==> config.mk <==
export PLATFORM = sky130hd
export DESIGN_NAME = axil_master_arbiter
export DESIGN_NICKNAME = d
export VERILOG_FILES = /design/src/rtl/axil_arb_pkg.sv /design/src/rtl/axil_master_arbiter_rr.sv /design/src/rtl/axil_master_arbiter.sv
export SDC_FILE = /design/constraint.sdc
export NUM_CORES = 1
export LEC_CHECK = 0
export ABC_CLOCK_PERIOD_IN_PS = 1330
export CORE_UTILIZATION = 34
export DETAILED_ROUTE_END_ITERATION = 6
export PLACE_DENSITY = 0.78
export SYNTH_ARGS = -nofsm -noshare
export SYNTH_HDL_FRONTEND = slang
export SYNTH_SLANG_ARGS = --single-unit
==> constraint.sdc <==
create_clock -name ACLK -period 1.33 [get_ports ACLK]
set_input_delay 0.266 -clock ACLK [delete_from_list [all_inputs] [get_ports ACLK]]
set_output_delay 0.266 -clock ACLK [all_outputs]
set_load 0.01 [all_outputs]
==> src/rtl/axil_arb_pkg.sv <==
// Shared types, AXI response codes and the round-robin grant function
// used by the AXI4-Lite master arbiter.
package axil_arb_pkg;

    typedef enum logic [2:0] {
        IDLE,
        WR,
        WR_RESP,
        RD_ADDR,
        RD_DATA,
        DONE
    } state_t;

    localparam logic [1:0] RESP_OKAY   = 2'b00;
    localparam logic [1:0] RESP_SLVERR = 2'b10;
    localparam logic [1:0] RESP_DECERR = 2'b11;

    localparam int MAX_REQ = 8;

    // Returns {found, index}: first set bit of req at or after ptr, wrapping at numReq.
    function automatic logic [3:0] next_grant(input logic [7:0] req,
                                              input logic [2:0] ptr,
                                              input int         numReq);
        logic       found;
        logic [2:0] idx;
        logic [3:0] pos;
        found = 1'b0;
        idx   = 3'd0;
        for (int k = 0; k < MAX_REQ; k++) begin
            pos = {1'b0, ptr} + 4'(k);
            if (pos >= 4'(numReq)) begin
                pos = pos - 4'(numReq);
            end
            if (!found && (k < numReq) && req[pos[2:0]]) begin
                found = 1'b1;
                idx   = pos[2:0];
            end
        end
        return {found, idx};
    endfunction

endpackage

==> src/rtl/axil_master_arbiter_rr.sv <==
// Combinational round-robin arbiter: request vector plus rotating pointer
// in, one-hot grant and its index out.
module rr_arbiter
    import axil_arb_pkg::*;
#(
    parameter int NUM_REQ = 2,
    parameter int IDX_W   = $clog2(NUM_REQ)
) (
    input  logic [NUM_REQ-1:0] req,
    input  logic [IDX_W-1:0]   ptr,
    output logic [NUM_REQ-1:0] grant,
    output logic [IDX_W-1:0]   grantIdx,
    output logic               anyReq
);

    logic [7:0] reqPad;
    logic [2:0] ptrPad;
    logic [3:0] result;

    always_comb begin
        reqPad                 = '0;
        reqPad[NUM_REQ-1:0]    = req;
        ptrPad                 = '0;
        ptrPad[IDX_W-1:0]      = ptr;
        result                 = next_grant(reqPad, ptrPad, NUM_REQ);
        anyReq                 = result[3];
        grantIdx               = result[IDX_W-1:0];
        for (int i = 0; i < NUM_REQ; i++) begin
            grant[i] = result[3] && (result[2:0] == 3'(i));
        end
    end

endmodule

==> src/rtl/axil_master_arbiter.sv <==
// Shares one AXI4-Lite master port between NUM_REQ requesters, one single-beat
// transaction at a time, with round-robin arbitration and a sticky error flag.
module axil_master_arbiter
    import axil_arb_pkg::*;
#(
    parameter int NUM_REQ = 2,
    parameter int ADDR_W  = 32,
    parameter int DATA_W  = 32
) (
    input  logic                      ACLK,
    input  logic                      ARESET,
    input  logic [NUM_REQ-1:0]        REQ,
    input  logic [NUM_REQ-1:0]        REQ_WE,
    input  logic [NUM_REQ*ADDR_W-1:0] REQ_ADDR,
    input  logic [NUM_REQ*DATA_W-1:0] REQ_WDATA,
    output logic [NUM_REQ-1:0]        ACK,
    output logic [DATA_W-1:0]         RDATA_OUT,
    output logic                      RESP_ERR,
    output logic                      ERROR,
    output logic [ADDR_W-1:0]         AWADDR,
    output logic [2:0]                AWPROT,
    output logic                      AWVALID,
    input  logic                      AWREADY,
    output logic [DATA_W-1:0]         WDATA,
    output logic [DATA_W/8-1:0]       WSTRB,
    output logic                      WVALID,
    input  logic                      WREADY,
    input  logic [1:0]                BRESP,
    input  logic                      BVALID,
    output logic                      BREADY,
    output logic [ADDR_W-1:0]         ARADDR,
    output logic [2:0]                ARPROT,
    output logic                      ARVALID,
    input  logic                      ARREADY,
    input  logic [DATA_W-1:0]         RDATA,
    input  logic [1:0]                RRESP,
    input  logic                      RVALID,
    output logic                      RREADY
);

    localparam int IDX_W = $clog2(NUM_REQ);

    state_t               state, stateNext;
    logic [IDX_W-1:0]     ptr, grantIdxQ, arbIdx;
    logic [NUM_REQ-1:0]   arbGrant, grantQ;
    logic                 anyReq;
    logic                 awDone, wDone;
    logic                 awFire, wFire, bFire, arFire, rFire;
    logic [ADDR_W-1:0]    addrQ;
    logic [DATA_W-1:0]    wdataQ, rdataQ;
    logic [1:0]           respQ;
    logic                 errorQ;

    rr_arbiter #(
        .NUM_REQ (NUM_REQ),
        .IDX_W   (IDX_W)
    ) u_rr (
        .req      (REQ),
        .ptr      (ptr),
        .grant    (arbGrant),
        .grantIdx (arbIdx),
        .anyReq   (anyReq)
    );

    assign awFire = AWVALID && AWREADY;
    assign wFire  = WVALID && WREADY;
    assign bFire  = BVALID && BREADY;
    assign arFire = ARVALID && ARREADY;
    assign rFire  = RVALID && RREADY;

    always_ff @(posedge ACLK) begin
        if (ARESET) begin
            state <= IDLE;
        end else begin
            state <= stateNext;
        end
    end

    // AW and W complete independently; leave WR once both have handshaken.
    always_comb begin
        stateNext = state;
        case (state)
            IDLE:    if (anyReq) stateNext = REQ_WE[arbIdx] ? WR : RD_ADDR;
            WR:      if ((awDone || awFire) && (wDone || wFire)) stateNext = WR_RESP;
            WR_RESP: if (bFire) stateNext = DONE;
            RD_ADDR: if (arFire) stateNext = RD_DATA;
            RD_DATA: if (rFire) stateNext = DONE;
            DONE:    stateNext = IDLE;
            default: stateNext = IDLE;
        endcase
    end

    always_ff @(posedge ACLK) begin
        if (ARESET) begin
            ptr       <= '0;
            grantIdxQ <= '0;
            grantQ    <= '0;
            addrQ     <= '0;
            wdataQ    <= '0;
            awDone    <= 1'b0;
            wDone     <= 1'b0;
            respQ     <= RESP_OKAY;
            rdataQ    <= '0;
            errorQ    <= 1'b0;
        end else begin
            case (state)
                IDLE: begin
                    if (anyReq) begin
                        grantIdxQ <= arbIdx;
                        grantQ    <= arbGrant;
                        addrQ     <= REQ_ADDR[arbIdx*ADDR_W +: ADDR_W];
                        wdataQ    <= REQ_WDATA[arbIdx*DATA_W +: DATA_W];
                        awDone    <= 1'b0;
                        wDone     <= 1'b0;
                    end
                end
                WR: begin
                    if (awFire) awDone <= 1'b1;
                    if (wFire)  wDone  <= 1'b1;
                end
                WR_RESP: begin
                    if (bFire) respQ <= BRESP;
                end
                RD_DATA: begin
                    if (rFire) begin
                        respQ  <= RRESP;
                        rdataQ <= RDATA;
                    end
                end
                DONE: begin
                    errorQ <= errorQ | (respQ != RESP_OKAY);
                    ptr    <= (grantIdxQ == IDX_W'(NUM_REQ - 1)) ? '0 : grantIdxQ + 1'b1;
                end
                default: ;
            endcase
        end
    end

    assign AWVALID   = (state == WR) && !awDone;
    assign WVALID    = (state == WR) && !wDone;
    assign AWADDR    = addrQ;
    assign WDATA     = wdataQ;
    assign WSTRB     = '1;
    assign AWPROT    = 3'b000;
    assign BREADY    = (state == WR_RESP);
    assign ARVALID   = (state == RD_ADDR);
    assign ARADDR    = addrQ;
    assign ARPROT    = 3'b000;
    assign RREADY    = (state == RD_DATA);
    assign ACK       = (state == DONE) ? grantQ : '0;
    assign RDATA_OUT = rdataQ;
    assign RESP_ERR  = (state == DONE) && (respQ != RESP_OKAY);
    assign ERROR     = errorQ;

endmodule
==> summary.md <==
| Metric | Value |
|---|---|
| Status | complete, but fails checks |
| Failing checks | DRC, setup timing |
| Initial Utilization | 0.352 |
| Post-synth EDFFs | 0 |
| Synth unique cells | between 40 and 50 |
| Filler cell count | between 1,000 and 1,500 |
| Hold path endpoint | RDATA_OUT[6] |
| Synth top area cells | dfxtp_1 (42%), a311oi_1 (11%), a21oi_1 (10%) |
| Fin area | 0.00950 sq mm |
| Die height | about 130 um |
| Clk pwr share | 0.180 |
| Critical path startpoint | state[1] |
| Synth cell count leaders | dfxtp_1 (108), a21oi_1 (103), nand3_1 (66), o21ai_0 (66), nand2_1 (65) |
| Cell taking the most area after synthesis | dfxtp_1 |
| Clock slew at reported path FFs | ~0.08 ns |
| Antenna-violating nets left | 0 |
| Final Max Tran Viols | 0 |
| Routability Congestion | between 0.8 and 0.9 |
| Antenna diodes | 0 |
| Largest net degree at the start of global routing | 38 |
| Final worst setup slack | -0.290 ns |
| Most common cell in the synthesized netlist | dfxtp_1 |
| Io pins | 322 |
| First-pass GRT wire length | roughly 32,000 um |
| Lkg Pwr | around 3.9 nW |
| Yosys warnings | 0 |
| RSZ-0062 raised after global routing | true |
| Vias in the first global route | between 5,000 and 6,000 |
| Post-DP HPWL | between 10,000 and 15,000 um |
| Hold buffer count at cts | 0 |
| R2R Path End | ARADDR[22] |
| Final setup viols | 112 |
| H-tree levels | 3 |
| Hold_sp | ARESET |
| Clock tree buffer depth | 2 |
| Worst setup SP type | flip-flop |
| Sequential area share after synthesis | 0.417 |
| Synth Cell Area | slightly above 0.005 sq mm |
| Row cnt | 44 |
| DIE AREA | between 0.015 and 0.02 sq mm |
| Total track usage | 0.258 |
| Peak supply drop | slightly above 800 uV |
| CORE AREA | about 0.015 sq mm |
| Clock Root Buffer | clkbuf_16 |
| Worst skew pair latency | between 0.3 and 0.4 ns |
| DR pass1 iterations | 7 |
| CTS tree | done |
| Hold path cells | 2 |
| Routed WL | between 20,000 and 25,000 um |
| Achievable Freq | approximately 620 MHz |
| Power per Cell Area | 1650 mW/mm^2 |
| Global route total overflow | 0 |
| Sequential share of power | 0.295 |
| Vias/cell | around 5.5 |
| Synthesized flop and latch total | ~110 |
| Net Sw Power | 0.00562 W |
| Power Internal | between 0.01 and 0.015 W |
| Critical path class | reg -> reg |
| Combinational share of power | 0.524 |
| Switching Share | 0.358 |
| Max_cap viols | 0 |
| Placement Setup Slack | -0.524 ns |
| Syn Area/Cell | 8.09 sq um |
| WP data required | 1.59 ns |
| PortBufs | a little over 300 |
| Iter 0 DRT Violations | between 400 and 500 |
| Post-synth ARST share | 0 |
| DRC violations left | 18 |
| Share of cells above drive strength 1 | 0.207 |
| CTS Sinks | around 110 |
| Final period util | 1.22 |
| Area Overhead vs Synth | 83.4% |
| Worst-path fanout max | 7 |
| Min cycle time layout | between 1.5 and 2 ns |
| Critical path arrival | ~1.9 ns |
| Total CTS buffers | 9 |
| Setup crit end kind | flip-flop |
| Nets | 1,106 |
| Die X | 125 um |
| Synth top area share | 0.417 |
| Initial antenna violation count | 0 |
| Cell count of the worst reg-to-reg path | 8 |
| Average wire per standard cell | a little under 20 um |
| Hold Path Class | in -> reg |
| RR Startpoint | state[1] |
| Cells after Synth | 640 |
| Synth Flop Type | dfxtp_1 |
| Post-Route Skew | approximately 0.0075 ns |
| Cell Area, Placed | around 0.0084 sq mm |
| Final hold vios | 0 |
| Reg2Reg Setup Slack | -0.29 ns |
| DR vias | 6,171 |
worst max-delay path, stage by stage, from the launching register on:
cell and delay [ns]:
dfxtp_2 0.34, buf_6 0.13, buf_6 0.11, nor3_4 0.22, buf_6 0.17, buf_12 0.12
buf_16 0.13, a21oi_4 0.05, a311oi_2 0.25
state kept, by name, indices dropped and copies added, names as in the netlist, 2 cells and up:
register / count
ARADDR: 32
state: 3
grantQ: 2
respQ: 2
RDATA_OUT: 32
WDATA: 32
how the worst max path moves through the flow:
stage / cells past startpoint / end
finish: 8 / ARADDR[22]
global route: 8 / ARADDR[12]
CTS: 4 / RREADY
detailed placement: 6 / ARADDR[2]
global placement: 6 / ARADDR[17]
floorplan: 4 / AWVALID
per-layer routing:
metal / GRT usage / up-vias / share of wire
li1: - / 2870 / -
met1: 0.305 / 2932 / 0.39
met4: 0.122 / 0 / 0.034
met2: 0.449 / 316 / 0.51
met5: 0 / - / 0
met3: 0.0501 / 53 / 0.070
timing repair:
| action | in CTS | in global routing |
|---|---|---|
| endpoints found under the setup margin | 231 | 118 |
| buffers inserted | 17 | 6 |
| pin swaps | 36 | 27 |
| gates resized for setup | 226 | 74 |
| hold endpoints to repair | 0 | 0 |
| cloned | 9 | 7 |
power groups by stage:
| stage | combinational [W] | clock, W | sequential, W |
|---|---|---|---|
| finish | 0.00822 | 0.00283 | 0.00463 |
| global route | 0.00870 | 0.00302 | 0.00473 |
| CTS | 0.00747 | 0.00286 | 0.00460 |
| detailed placement | 0.00665 | 0 | 0.00466 |
| global placement | 0.00660 | 0 | 0.00464 |
| floorplan | 0.00316 | 0 | 0.00489 |
placed cells by master, fill, tap and decap left out, types with 18 or more instances in the layout:
cell,n
clkdlybuf4s50_1,172
dlygate4sd2_1,128
dfxtp_1,97
a21oi_1,68
nand3_1,66
o21ai_0,66
a311oi_1,58
nand2_1,45
a21oi_2,33
buf_4,25
buf_12,23
buf_6,18
cell families after synthesis:
| kind of cell | count (synthesis) | synth area share |
|---|---|---|
| buffers and inverters | 118 | 0.130 |
| and+or+nand+nor | 163 | 0.152 |
| muxes | 4 | 0.00797 |
| AOI/OAI and AO/OA | 245 | 0.291 |
| other | 2 | 0.00145 |
| DFF | 108 | 0.417 |
layout make-up:
cell class | count | area (sq um) | share of cell area
timing repair buffer | 386 | 4050 | 0.427
clock inverter | 3 | 46.3 | 0.00487
multi-input combinational | 422 | 2720 | 0.286
tap | 184 | 230 | 0.0242
inverter | 4 | 15.0 | 0.00158
clock buffer | 12 | 256 | 0.0270
sequential | 108 | 2180 | 0.229
per-stage QoR:
stage / setup TNS, ns / hold WS [ns] / total power (W) / util / instances
finish: -24.34 / 0.302 / 0.0157 / 0.646 / 1119
global placement: -35.85 / 0.441 / 0.0112 / 0.575 / 1070
global route: -31.14 / 0.301 / 0.0164 / 0.646 / 1119
floorplan: -0.0275 / 0.402 / 0.00805 / - / 648
detailed placement: -39.22 / 0.446 / 0.0113 / 0.575 / 1070
CTS: -20.49 / 0.282 / 0.0149 / 0.619 / 1110
(Power assumes the default switching activity.)
